## config.mk

```make
export PLATFORM = sky130hd
export DESIGN_NAME = arc_pipe_datapath_flat
export DESIGN_NICKNAME = d
export VERILOG_FILES = /design/src/rtl/arc_pipe_datapath_pkg.sv /design/src/rtl/arc_pipe_datapath_if.sv /design/src/rtl/arc_pipe_datapath_alu.sv /design/src/rtl/arc_pipe_datapath.sv /design/src/flat_wrapper.sv
export SDC_FILE = /design/constraint.sdc
export NUM_CORES = 1
export LEC_CHECK = 0
export CAP_MARGIN = 20
export CORE_ASPECT_RATIO = 1.5
export CORE_MARGIN = 2
export CORE_UTILIZATION = 33
export CTS_BUF_LIST = sky130_fd_sc_hd__clkbuf_4
export DETAILED_ROUTE_END_ITERATION = 8
export HOLD_SLACK_MARGIN = 0.15
export SYNTH_ARGS = -nofsm -noshare
export SYNTH_HDL_FRONTEND = slang
export SYNTH_SLANG_ARGS = --single-unit
export TNS_END_PERCENT = 50
```

## constraint.sdc

```tcl
create_clock -name clk -period 5 [get_ports clk]
set_clock_uncertainty 0.15 [all_clocks]
set_input_delay 0.75 -clock clk [delete_from_list [all_inputs] [get_ports clk]]
set_output_delay 0.75 -clock clk [all_outputs]
set_load 0.03 [all_outputs]
```

## src/rtl/arc_pipe_datapath_pkg.sv

```systemverilog
// Shared definitions for the two-stage ARC datapath: ALU opcodes, FSM states, PSR bit positions.
package arc_dp_pkg;

    localparam logic [3:0] OP_ADD   = 4'd0;
    localparam logic [3:0] OP_SUB   = 4'd1;
    localparam logic [3:0] OP_AND   = 4'd2;
    localparam logic [3:0] OP_OR    = 4'd3;
    localparam logic [3:0] OP_XOR   = 4'd4;
    localparam logic [3:0] OP_NOR   = 4'd5;
    localparam logic [3:0] OP_SLL   = 4'd6;
    localparam logic [3:0] OP_SRL   = 4'd7;
    localparam logic [3:0] OP_SRA   = 4'd8;
    localparam logic [3:0] OP_PASSA = 4'd9;
    localparam logic [3:0] OP_PASSB = 4'd10;
    localparam logic [3:0] OP_INC   = 4'd11;

    typedef enum logic [1:0] {
        ST_IDLE = 2'd0,
        ST_EXEC = 2'd1,
        ST_MEM  = 2'd2
    } state_t;

    localparam int PSR_Z = 0;
    localparam int PSR_N = 1;
    localparam int PSR_C = 2;
    localparam int PSR_V = 3;
    localparam int PSR_D = 4;

endpackage

```

## src/rtl/arc_pipe_datapath_if.sv

```systemverilog
// Micro-op issue and memory port bundle; master is the control/memory side, slave is the datapath.
interface arc_pipe_datapath_if #(
    parameter int WIDTH = 16,
    parameter int AW    = 4
);
    logic             op_valid;
    logic             op_ready;
    logic [AW-1:0]    op_addr_a;
    logic [AW-1:0]    op_addr_b;
    logic [AW-1:0]    op_addr_d;
    logic             op_rf_we;
    logic             op_sel_mem;
    logic             op_mem_we;
    logic             op_psr_we;
    logic             op_psr_d;
    logic [3:0]       op_opcode;
    logic             mem_req;
    logic             mem_we;
    logic [WIDTH-1:0] mem_addr;
    logic [WIDTH-1:0] mem_wdata;
    logic             mem_ack;
    logic [WIDTH-1:0] mem_rdata;
    logic [4:0]       status;
    logic             busy;

    modport master (
        output op_valid, op_addr_a, op_addr_b, op_addr_d, op_rf_we, op_sel_mem,
               op_mem_we, op_psr_we, op_psr_d, op_opcode, mem_ack, mem_rdata,
        input  op_ready, mem_req, mem_we, mem_addr, mem_wdata, status, busy
    );

    modport slave (
        input  op_valid, op_addr_a, op_addr_b, op_addr_d, op_rf_we, op_sel_mem,
               op_mem_we, op_psr_we, op_psr_d, op_opcode, mem_ack, mem_rdata,
        output op_ready, mem_req, mem_we, mem_addr, mem_wdata, status, busy
    );

endinterface

```

## src/rtl/arc_pipe_datapath_alu.sv

```systemverilog
// Combinational ALU for the ARC datapath: result plus V/C/N/Z flags.
module arc_alu
    import arc_dp_pkg::*;
#(
    parameter int WIDTH = 16
) (
    input  logic [WIDTH-1:0] a,
    input  logic [WIDTH-1:0] b,
    input  logic [3:0]       opcode,
    output logic [WIDTH-1:0] result,
    output logic             v,
    output logic             c,
    output logic             n,
    output logic             z
);
    localparam int SW  = $clog2(WIDTH);
    localparam int MSB = WIDTH - 1;

    logic [SW-1:0] sh;
    logic [WIDTH:0] sum;

    assign sh = b[SW-1:0];

    always_comb begin
        result = '0;
        sum    = '0;
        v      = 1'b0;
        c      = 1'b0;
        case (opcode)
            OP_ADD: begin
                sum    = {1'b0, a} + {1'b0, b};
                result = sum[WIDTH-1:0];
                c      = sum[WIDTH];
                v      = (a[MSB] == b[MSB]) && (result[MSB] != a[MSB]);
            end
            // Top bit of the widened difference is the borrow.
            OP_SUB: begin
                sum    = {1'b0, a} - {1'b0, b};
                result = sum[WIDTH-1:0];
                c      = sum[WIDTH];
                v      = (a[MSB] != b[MSB]) && (result[MSB] != a[MSB]);
            end
            OP_AND:   result = a & b;
            OP_OR:    result = a | b;
            OP_XOR:   result = a ^ b;
            OP_NOR:   result = ~(a | b);
            OP_SLL:   result = a << sh;
            OP_SRL:   result = a >> sh;
            OP_SRA:   result = $unsigned($signed(a) >>> sh);
            OP_PASSA: result = a;
            OP_PASSB: result = b;
            OP_INC: begin
                sum    = {1'b0, a} + {{WIDTH{1'b0}}, 1'b1};
                result = sum[WIDTH-1:0];
                c      = sum[WIDTH];
                v      = ~a[MSB] & result[MSB];
            end
            default: result = '0;
        endcase
    end

    assign n = result[MSB];
    assign z = (result == '0);

endmodule

```

## src/rtl/arc_pipe_datapath.sv

```systemverilog
// Two-stage ARC datapath: operand read into an execute latch, then ALU/memory writeback and PSR update.
// Optional: define ARC_DP_FORWARD_EN to bypass the EXEC result into the operand latch instead of stalling.
module arc_pipe_datapath
    import arc_dp_pkg::*;
#(
    parameter int WIDTH = 16,
    parameter int NREGS = 16
) (
    input logic               clk,
    input logic               reset,
    arc_pipe_datapath_if.slave bus
);
    localparam int AW = $clog2(NREGS);

    state_t state, state_next;

    logic [WIDTH-1:0] regs [NREGS];
    logic [WIDTH-1:0] ex_a, ex_b;
    logic [AW-1:0]    ex_d;
    logic             ex_rf_we, ex_psr_we, ex_psr_d, ex_mem_we;
    logic [3:0]       ex_opcode;
    logic [4:0]       psr;

    logic [WIDTH-1:0] alu_result;
    logic             alu_v, alu_c, alu_n, alu_z;

    logic [WIDTH-1:0] rd_a, rd_b, opnd_a, opnd_b;
    logic             ex_wb, hazard_a, hazard_b, stall, ready, accept;

    arc_alu #(.WIDTH(WIDTH)) u_alu (
        .a      (ex_a),
        .b      (ex_b),
        .opcode (ex_opcode),
        .result (alu_result),
        .v      (alu_v),
        .c      (alu_c),
        .n      (alu_n),
        .z      (alu_z)
    );

    assign rd_a = (bus.op_addr_a == '0) ? '0 : regs[bus.op_addr_a];
    assign rd_b = (bus.op_addr_b == '0) ? '0 : regs[bus.op_addr_b];

    // An op in EXEC that will write a real register this cycle is the only hazard source.
    assign ex_wb    = (state == ST_EXEC) && ex_rf_we && (ex_d != '0);
    assign hazard_a = ex_wb && (bus.op_addr_a == ex_d);
    assign hazard_b = ex_wb && (bus.op_addr_b == ex_d);

`ifdef ARC_DP_FORWARD_EN
    assign stall  = 1'b0;
    assign opnd_a = hazard_a ? alu_result : rd_a;
    assign opnd_b = hazard_b ? alu_result : rd_b;
`else
    assign stall  = hazard_a | hazard_b;
    assign opnd_a = rd_a;
    assign opnd_b = rd_b;
`endif

    always_ff @(posedge clk) begin
        if (reset) state <= ST_IDLE;
        else       state <= state_next;
    end

    always_comb begin
        state_next    = state;
        ready         = 1'b0;
        bus.mem_req   = 1'b0;
        bus.mem_we    = 1'b0;
        bus.mem_addr  = '0;
        bus.mem_wdata = '0;
        case (state)
            ST_IDLE: begin
                ready = 1'b1;
                if (bus.op_valid) state_next = bus.op_sel_mem ? ST_MEM : ST_EXEC;
            end
            ST_EXEC: begin
                ready = ~stall;
                if (bus.op_valid && !stall) state_next = bus.op_sel_mem ? ST_MEM : ST_EXEC;
                else                        state_next = ST_IDLE;
            end
            ST_MEM: begin
                bus.mem_req   = 1'b1;
                bus.mem_we    = ex_mem_we;
                bus.mem_addr  = ex_a;
                bus.mem_wdata = ex_b;
                if (bus.mem_ack) state_next = ST_IDLE;
            end
            default: state_next = ST_IDLE;
        endcase
    end

    assign accept       = bus.op_valid && ready;
    assign bus.op_ready = ready;
    assign bus.busy     = (state != ST_IDLE);
    assign bus.status   = psr;

    always_ff @(posedge clk) begin
        if (reset) begin
            ex_a      <= '0;
            ex_b      <= '0;
            ex_d      <= '0;
            ex_rf_we  <= 1'b0;
            ex_psr_we <= 1'b0;
            ex_psr_d  <= 1'b0;
            ex_mem_we <= 1'b0;
            ex_opcode <= '0;
            psr       <= '0;
            for (int i = 0; i < NREGS; i++) regs[i] <= '0;
        end else begin
            if (accept) begin
                ex_a      <= opnd_a;
                ex_b      <= opnd_b;
                ex_d      <= bus.op_addr_d;
                ex_rf_we  <= bus.op_rf_we;
                ex_psr_we <= bus.op_psr_we;
                ex_psr_d  <= bus.op_psr_d;
                ex_mem_we <= bus.op_sel_mem & bus.op_mem_we;
                ex_opcode <= bus.op_opcode;
            end
            if (ex_wb) regs[ex_d] <= alu_result;
            if ((state == ST_EXEC) && ex_psr_we) begin
                psr[PSR_D] <= ex_psr_d;
                psr[PSR_V] <= alu_v;
                psr[PSR_C] <= alu_c;
                psr[PSR_N] <= alu_n;
                psr[PSR_Z] <= alu_z;
            end
            // Only loads write back from memory; the PSR is left alone.
            if ((state == ST_MEM) && bus.mem_ack && !ex_mem_we && ex_rf_we && (ex_d != '0))
                regs[ex_d] <= bus.mem_rdata;
        end
    end

endmodule

```

## src/flat_wrapper.sv

```systemverilog
// flat-port wrapper written by rule: the top's interface ports become plain ports
module arc_pipe_datapath_flat import arc_dp_pkg::*;
#(
    parameter int WIDTH = 16,
    parameter int NREGS = 16
)
  (clk, reset, bus_op_valid, bus_op_addr_a, bus_op_addr_b, bus_op_addr_d, bus_op_rf_we, bus_op_sel_mem, bus_op_mem_we, bus_op_psr_we, bus_op_psr_d, bus_op_opcode, bus_mem_ack, bus_mem_rdata, bus_op_ready, bus_mem_req, bus_mem_we, bus_mem_addr, bus_mem_wdata, bus_status, bus_busy);
  arc_pipe_datapath_if #(.WIDTH(WIDTH), .AW(4)) bus_i ();
  input logic clk;
  input logic reset;
  input wire logic [$bits(bus_i.op_valid)-1:0] bus_op_valid;
  input wire logic [$bits(bus_i.op_addr_a)-1:0] bus_op_addr_a;
  input wire logic [$bits(bus_i.op_addr_b)-1:0] bus_op_addr_b;
  input wire logic [$bits(bus_i.op_addr_d)-1:0] bus_op_addr_d;
  input wire logic [$bits(bus_i.op_rf_we)-1:0] bus_op_rf_we;
  input wire logic [$bits(bus_i.op_sel_mem)-1:0] bus_op_sel_mem;
  input wire logic [$bits(bus_i.op_mem_we)-1:0] bus_op_mem_we;
  input wire logic [$bits(bus_i.op_psr_we)-1:0] bus_op_psr_we;
  input wire logic [$bits(bus_i.op_psr_d)-1:0] bus_op_psr_d;
  input wire logic [$bits(bus_i.op_opcode)-1:0] bus_op_opcode;
  input wire logic [$bits(bus_i.mem_ack)-1:0] bus_mem_ack;
  input wire logic [$bits(bus_i.mem_rdata)-1:0] bus_mem_rdata;
  output wire logic [$bits(bus_i.op_ready)-1:0] bus_op_ready;
  output wire logic [$bits(bus_i.mem_req)-1:0] bus_mem_req;
  output wire logic [$bits(bus_i.mem_we)-1:0] bus_mem_we;
  output wire logic [$bits(bus_i.mem_addr)-1:0] bus_mem_addr;
  output wire logic [$bits(bus_i.mem_wdata)-1:0] bus_mem_wdata;
  output wire logic [$bits(bus_i.status)-1:0] bus_status;
  output wire logic [$bits(bus_i.busy)-1:0] bus_busy;
  assign bus_i.op_valid = bus_op_valid;
  assign bus_i.op_addr_a = bus_op_addr_a;
  assign bus_i.op_addr_b = bus_op_addr_b;
  assign bus_i.op_addr_d = bus_op_addr_d;
  assign bus_i.op_rf_we = bus_op_rf_we;
  assign bus_i.op_sel_mem = bus_op_sel_mem;
  assign bus_i.op_mem_we = bus_op_mem_we;
  assign bus_i.op_psr_we = bus_op_psr_we;
  assign bus_i.op_psr_d = bus_op_psr_d;
  assign bus_i.op_opcode = bus_op_opcode;
  assign bus_i.mem_ack = bus_mem_ack;
  assign bus_i.mem_rdata = bus_mem_rdata;
  assign bus_op_ready = bus_i.op_ready;
  assign bus_mem_req = bus_i.mem_req;
  assign bus_mem_we = bus_i.mem_we;
  assign bus_mem_addr = bus_i.mem_addr;
  assign bus_mem_wdata = bus_i.mem_wdata;
  assign bus_status = bus_i.status;
  assign bus_busy = bus_i.busy;
  arc_pipe_datapath #(.WIDTH(WIDTH), .NREGS(NREGS)) u_core (.clk(clk), .reset(reset), .bus(bus_i));
endmodule
```

==> results of run 1 <==
routing by layer:
metal | vias to the layer above | part of all wire | global-route usage
met5 | - | 0.00014 | 0
met2 | 925 | 0.53 | 0.4339
met4 | 2 | 0.062 | 0.1417
met1 | 8671 | 0.34 | 0.2572
met3 | 248 | 0.068 | 0.03477
li1 | 7354 | - | -
cell type report:
cell class	count	area [sq um]	share of cell area
Antenna cell	3	7.507	0.0003166
Clock buffer	112	840.8	0.03546
Clock inverter	29	198.9	0.008391
Inverter	50	187.7	0.007916
Multi-Input combinational cell	1361	11180	0.4716
Sequential cell	307	8711	0.3674
Tap cell	798	998.5	0.04211
Timing Repair Buffer	180	1583	0.06676
stage by stage:
step,area [sq um],power (mW),instances
after floorplan,20930,4.044,1902
after global placement,22620,4.573,2691
after detailed placement,22630,4.596,2693
final,23710,6.834,2840
after global routing,23700,7.105,2838
after CTS,23670,6.850,2834
sequential cells by signal, summed over array words and instances, names as in the netlist:
signal,cells
u_core.state,2
u_core.ex_rf_we,1
u_core.ex_psr_d,1
u_core.ex_b,16
u_core.bus.status,5
u_core.ex_d,4
u_core.ex_opcode,4
u_core.ex_a,16
u_core.regs,256
u_core.ex_psr_we,1
u_core.ex_mem_we,1
worst max path at each step:
stage / endpoint / slack [ns] / depth (start not counted) / start
4_1_cts: u_core.regs[12][15] / 0.65 / 10 / u_core.ex_a[9]
3_3_place_gp: u_core.regs[13][15] / 0.83 / 10 / u_core.ex_a[9]
2_1_floorplan: u_core.regs[10][10] / 1.18 / 14 / u_core.ex_b[2]
5_1_grt: u_core.regs[9][15] / 0.30 / 10 / u_core.ex_a[9]
3_5_place_dp: u_core.regs[1][15] / 0.72 / 10 / u_core.ex_a[9]
6_report: u_core.regs[10][15] / 0.55 / 10 / u_core.ex_a[9]
cells in the final DEF, fill, tap and decap left out, types with 25 or more instances in the layout:
| master | instances |
|---|---|
| a21oi_1 | 92 |
| and2_1 | 38 |
| buf_4 | 96 |
| clkbuf_4 | 112 |
| clkdlybuf4s50_1 | 76 |
| dfxtp_1 | 49 |
| edfxtp_1 | 256 |
| ha_1 | 54 |
| inv_1 | 49 |
| mux2i_1 | 70 |
| mux4_2 | 160 |
| nand2_1 | 105 |
| nand2b_1 | 31 |
| nand4_1 | 25 |
| nor2_1 | 330 |
| nor3_1 | 51 |
| o22ai_1 | 25 |
logic make-up after synthesis:
| kind of cell | Yosys count | share of synthesized area |
|---|---|---|
| AO/OA/AOI/OAI | 305 | 0.1049 |
| XOR/XNOR | 31 | 0.01301 |
| adder cells (fa/ha/maj) | 56 | 0.03429 |
| buffers and inverters | 234 | 0.05090 |
| flip-flops | 307 | 0.4172 |
| multiplexers | 249 | 0.2183 |
| other | 1 | 0.0001797 |
| AND/OR/NAND/NOR | 704 | 0.1611 |
power groups by stage:
| stage | Sequential (mW) | Clock [mW] | Combinational [mW] |
|---|---|---|---|
| after floorplan | 2.97 | 0 | 1.08 |
| after global placement | 3.00 | 0 | 1.57 |
| after detailed placement | 3.01 | 0 | 1.58 |
| after CTS | 2.96 | 2.30 | 1.59 |
| after global routing | 2.97 | 2.42 | 1.71 |
| final | 2.96 | 2.26 | 1.62 |
==> impl_metrics.csv, run 1 <==
group,metric,value,unit
worst_hold_path,holdPathStages,2,
clock_tree,ctsHoldBuffers,0,
timing,rsz0062_at_grt,"no",
clock_tree,cts_sinks,307,
critical_path,r2r_end,"u_core.regs[10][15]",
critical_path,crit_type,"flip-flop to flip-flop",
critical_path,r2r_slack,0.55,ns
die,rows,112,
global_route,grt_pass1_vias,17440,
synthesis,avgSynthCellArea,11.06,sq um
die,die_h,312.0,microns
die,ios,82,
clock_tree,cts_made_buffers,78,
critical_path,critPathSlowestCell,"dfxtp_1",
clock_tree,clock-root-buffer,"clkbuf_4",
power,power_frac_comb,0.237,
timing,tightest_slew,1.144,ns
synthesis,synth_area,20870,sq um
critical_path,crit_chain,"inv_1 > ha_1 > nor4_1 > o311a_1 > nor4b_1 > o21ai_1 > o32ai_1 > o31ai_2 > nor2_2 > nor3_1",
timing,fmax,224.5,MHz
placed_design,port_buffers,81,
global_route,grt_first_pass_wirelength,114.7,mm
run_status,status,"completed",
critical_path,worstPathArrival,4.72,ns
power,power_density,288.3,nW/um^2
timing,fin_tns_setup,0,ns
synthesis,netlist_instances,1887,
synthesis,yosysTopAreaCellShare,0.3683,
worst_hold_path,hold_class,"input pin to flip-flop",
route,drc,0,
critical_path,critPathLaunchType,"flip-flop",
synthesis,ys_seq_elements,307,
die,start_util,0.3347,
synthesis,ys_seq_area_frac,0.4172,
route,drt.antenna.violating_nets,0,
clock_tree,cts_tree,"built",
synthesis,synth_cell_types,99,
critical_path,worstRegToRegCells,10,
power,power_frac_seq,0.433,
power,pwr-share-clk,0.330,
route,drt_pass1_iterations,8,
critical_path,path_max_fanout,18,
timing,slew_violations,0,
timing,min_period,4.454,ns
die,die_w,209.3,microns
timing,fin_ws,0.5463,ns
clock_tree,cts_resized,0,
clock_tree,cts_setup_buffers,0,
synthesis,synthArstFlopShare,0,
route,routed_wl,78.02,mm
synthesis,synth_area_leader_cell,"edfxtp_1",
critical_path,end_kind,"flip-flop",
synthesis,yosysMostFrequentCell,"nor2_1",
synthesis,synth-main-ff-cell,"edfxtp_1",
synthesis,synth.area.top_cells,"edfxtp_1 (37%), mux4_2 (17%), nor2_1 (5.9%)",
timing,finalSetupViolCount,0,
timing,timing.slew.headroom,0.2375,
power,ir_drop,0.1212,mV
timing,post-route-period-util,0.8907,
finish,drive_gt1_frac,0.2222,
critical_path,crit-reg2reg-launch,"u_core.ex_a[9]",
critical_path,max_stage_delay,0.78,ns
die,dieArea,65320,sq um
power,intPower,4.635,mW
route,vias_per_cell,6.056,
die,core,62360,sq um
power,swShare,0.3218,
placed_design,gp_congestion,1.059,
finish,syn_to_final_growth,13.60,%
placed_design,place_hpwl,57.00,mm
route,num_vias,17200,
clock_tree,ctsHtreeMaxLevel,3,
timing,report.final.hold_viol_count,0,
critical_path,critPathRequiredTime,5.27,ns
global_route,globalRoute.totalOverflow,0,
power,p_leak,8.281,nW
global_route,grtUsageTotal,0.2367,
clock_tree,worstSkewPairLatency,0.77,ns
route,drt_iter0_drc,1681,
critical_path,cp_top_family,"simple AND/OR/NAND/NOR gates",
finish,layout.nets,2075,
finish,fillers,6007,
power,p_switching,2.199,mW
timing,whs,0.2025,ns
worst_hold_path,holdPathEnd,"u_core.ex_d[0]",
global_route,grt_start_max_net_pins,75,
critical_path,worst-path-buf-inv,1,
synthesis,ys_warn_count,0,
synthesis,synth_commonest_cells,"nor2_1 (330), edfxtp_1 (256), mux4_2 (160)",
route,wl_per_cell,27.47,microns
worst_hold_path,holdCritStartpoint,"reset",
clock_tree,clk_pin_slew,0.07,ns
finish,final_core_util,0.3802,
job,maxCapViolCount,0,
synthesis,synth_edf_count,256,
clock_tree,cts_buffer_depth,3,
global_route,antenna_found_initial,3,
placed_design,place_ws,0.7150,ns
No activity file was read; power rests on OpenSTA's default activity.
==> inputs of run 2 (changes only) <==
--- a/config.mk
+++ b/config.mk
@@ -8,10 +8,11 @@
 export CAP_MARGIN = 20
 export CORE_ASPECT_RATIO = 1.5
 export CORE_MARGIN = 2
-export CORE_UTILIZATION = 33
+export CORE_UTILIZATION = 36
 export CTS_BUF_LIST = sky130_fd_sc_hd__clkbuf_4
 export DETAILED_ROUTE_END_ITERATION = 8
 export HOLD_SLACK_MARGIN = 0.15
+export RECOVER_POWER = 50
 export SYNTH_ARGS = -nofsm -noshare
 export SYNTH_HDL_FRONTEND = slang
 export SYNTH_SLANG_ARGS = --single-unit
==> constraint.sdc (replaced) <==
create_clock -name clk -period 4 [get_ports clk]
set_clock_uncertainty 0.15 [all_clocks]
set_input_delay 0.6 -clock clk [delete_from_list [all_inputs] [get_ports clk]]
set_output_delay 0.6 -clock clk [all_outputs]
set_load 0.03 [all_outputs]
==> run 2 against run 1 <==
Against the previous run: sequential share of layout area shrank 1.0 points; first-iteration DRC count is 4.8% higher; die area decreased by 8.2%; register-to-register slack worse by 0.44 ns; sequential power rose by 24%; fmax up 14%; critical endpoint is now u_core.regs[6][15].
==> impl_metrics.csv, run 2 (same netlist as run 1, synthesis figures left out) <==
group,metric,value,unit
run_status,status,"completed",
critical_path,r2r_slack,0.10,ns
clock_tree,cts_sinks,307,
finish,largest_reg_flops,256,
die,dieArea,59960,sq um
critical_path,crit-reg2reg-launch,"u_core.ex_a[9]",
clock_tree,clock-root-buffer,"clkbuf_4",
die,die_h,298.9,microns
placed_design,placedCellCount,2757,
clock_tree,cts_tree,"built",
die,start_util,0.3626,
die,die_w,200.6,microns
finish,register_area,8711,sq um
finish,drive_gt1_frac,0.2479,
power,intPower,5.783,mW
critical_path,cp-startpoint,"u_core.ex_a[9]",
global_route,grtUsageTotal,0.2778,
finish,syn_to_final_growth,16.92,%
placed_design,gp_congestion,1.019,
timing,tightest_slew,1.206,ns
critical_path,worstPathArrival,4.29,ns
worst_hold_path,hold_class,"input pin to flip-flop",
global_route,grt_use_met3,0.04515,
clock_tree,worstSkewPairLatency,0.84,ns
global_route,met1_usage,0.2856,
clock_tree,cts_buffer_depth,3,
critical_path,crit_chain,"buf_4 > nand4_1 > or3_1 > nor3_1 > ha_1 > o22ai_1 > a211oi_1 > buf_4 > nand4b_1 > o32ai_1 > o31ai_2 > nor2_2 > buf_12 > nor3_1",
finish,layout.nets,2165,
timing,timing.slew.headroom,0.1945,
timing,rsz0062_at_grt,"no",
critical_path,crit_type,"flip-flop to flip-flop",
critical_path,cp_top_family,"simple AND/OR/NAND/NOR gates",
finish,fillers,5640,
global_route,antenna_found_initial,3,
global_route,busiest_layer,"met2",
die,ios,82,
finish,mostFrequentLayoutCells,"nor2_1 (330), edfxtp_1 (256), mux4_2 (160), buf_4 (152)",
route,vias_per_cell,6.059,
global_route,grt_start_max_net_pins,66,
timing,finalSetupViolCount,0,
finish,finalInstanceArea,24400,sq um
route,num_vias,17560,
power,p_total,8.626,mW
critical_path,end_kind,"flip-flop",
finish,fin_cells,2898,
global_route,grt_first_pass_wirelength,120.5,mm
placed_design,port_buffers,81,
timing,min_period,3.898,ns
finish,final_core_util,0.4239,
power,power_frac_comb,0.260,
timing,post-route-period-util,0.9744,
power,power_frac_seq,0.427,
global_route,grt_pass1_vias,17920,
die,rows,108,
power,pwr-share-clk,0.314,
clock_tree,cts_setup_buffers,0,
global_route,globalRoute.totalOverflow,0,
power,ir_drop,0.1993,mV
job,maxCapViolCount,0,
critical_path,crit_cells,14,
timing,report.final.hold_viol_count,0,
die,core,57570,sq um
power,power_density,353.5,nW/um^2
route,drt_pass1_iterations,6,
clock_tree,ctsHtreeMaxLevel,3,
finish,reg.largest.list,"u_core.regs: 256 flops, u_core.ex_a: 16 flops, u_core.ex_b: 16 flops",
critical_path,critPathRequiredTime,4.39,ns
power,p_leak,8.738,nW
timing,fin_tns_setup,0,ns
finish,multi_input_area,11200,sq um
placed_design,post_dp_cell_area,23550,sq um
power,p_switching,2.844,mW
route,drt_iter0_drc,1762,
critical_path,worstRegToRegCells,14,
placed_design,place_hpwl,61.86,mm
power,swShare,0.3296,
route,drc,0,
timing,fmax,256.6,MHz
critical_path,critPathLaunchType,"flip-flop",
critical_path,path_max_fanout,15,
critical_path,crit_end,"u_core.regs[6][15]",
route,drt.antenna.violating_nets,0,
timing,slew_violations,0,
finish,top_register,"u_core.regs",
critical_path,worst-path-buf-inv,3,
critical_path,critPathSlowestCell,"or3_1",
clock_tree,clk_pin_slew,0.07,ns
finish,final_common_cell,"nor2_1",
global_route,met2_usage,0.4996,
route,wl_per_cell,29.01,microns
clock_tree,cts_made_buffers,78,
critical_path,r2r_end,"u_core.regs[6][15]",
critical_path,max_stage_delay,0.51,ns
route,routed_wl,84.08,mm
run 2: cell types whose count changed in the layout (fill, tap and decap cells not counted), sizes merged, moves of 2 or more:
cell	before	now
inv	52	50
diode	3	6
buf	104	173
dlymetal6s2s	0	2
clkdlybuf4s50	76	69
clkbuf	112	125
dlygate4sd3	0	7
run 2: worst min-delay path, delay by kind of cell:
family	cells	cell delay (ns)
buf+inv	1	0.40
mux	1	0.13
simple gates	1	0.05
run 2: worst min path at each step:
stage                      endpoint  slack, ns       startpoint  cells past startpoint
5_1_grt            u_core.ex_psr_we       0.21    bus_op_psr_we                      3
4_1_cts             u_core.ex_psr_d       0.19     bus_op_psr_d                      3
3_5_place_dp   u_core.bus.status[4]       0.31  u_core.ex_psr_d                      2
2_1_floorplan  u_core.bus.status[4]       0.28  u_core.ex_psr_d                      2
3_3_place_gp   u_core.bus.status[4]       0.29  u_core.ex_psr_d                      2
6_report            u_core.ex_psr_d       0.24     bus_op_psr_d                      3
run 2: power groups by stage:
stage	registers (mW)	clock network [mW]	logic, mW
after floorplan	3.71	0	1.35
after global placement	3.74	0	2.22
after detailed placement	3.75	0	2.23
after CTS	3.68	2.77	2.24
after global routing	3.69	2.91	2.36
final	3.68	2.71	2.24
run 2: final cells by class:
cell class | instances | area share
Clock buffer | 106 | 0.03261
Timing Repair Buffer | 270 | 0.09721
Inverter | 50 | 0.007691
Antenna cell | 6 | 0.0006153
Multi-Input combinational cell | 1361 | 0.4589
Sequential cell | 307 | 0.3570
Tap cell | 770 | 0.03948
Clock inverter | 28 | 0.006563
run 2: layer usage:
metal / part of all wire / wire length, microns
met3: 0.065 / 5499
met4: 0.090 / 7582
met5: 0 / 0
met1: 0.33 / 27690
met2: 0.52 / 43310
run 2: repair_timing:
item | 4_1_cts | 5_1_grt
gates resized for setup | 1 | 8
hold endpoints to repair | 17 | 0
hold buffers | 1 | 0
endpoints found under the setup margin | 1 | 44
run 2: per-stage QoR:
step           setup WS [ns]  hold WS, ns
2_1_floorplan         0.1808       0.2816
3_3_place_gp         -0.3746       0.2896
3_5_place_dp         0.06387       0.3054
4_1_cts              0.03043       0.1898
5_1_grt            0.0009024       0.2080
6_report              0.1022       0.2363
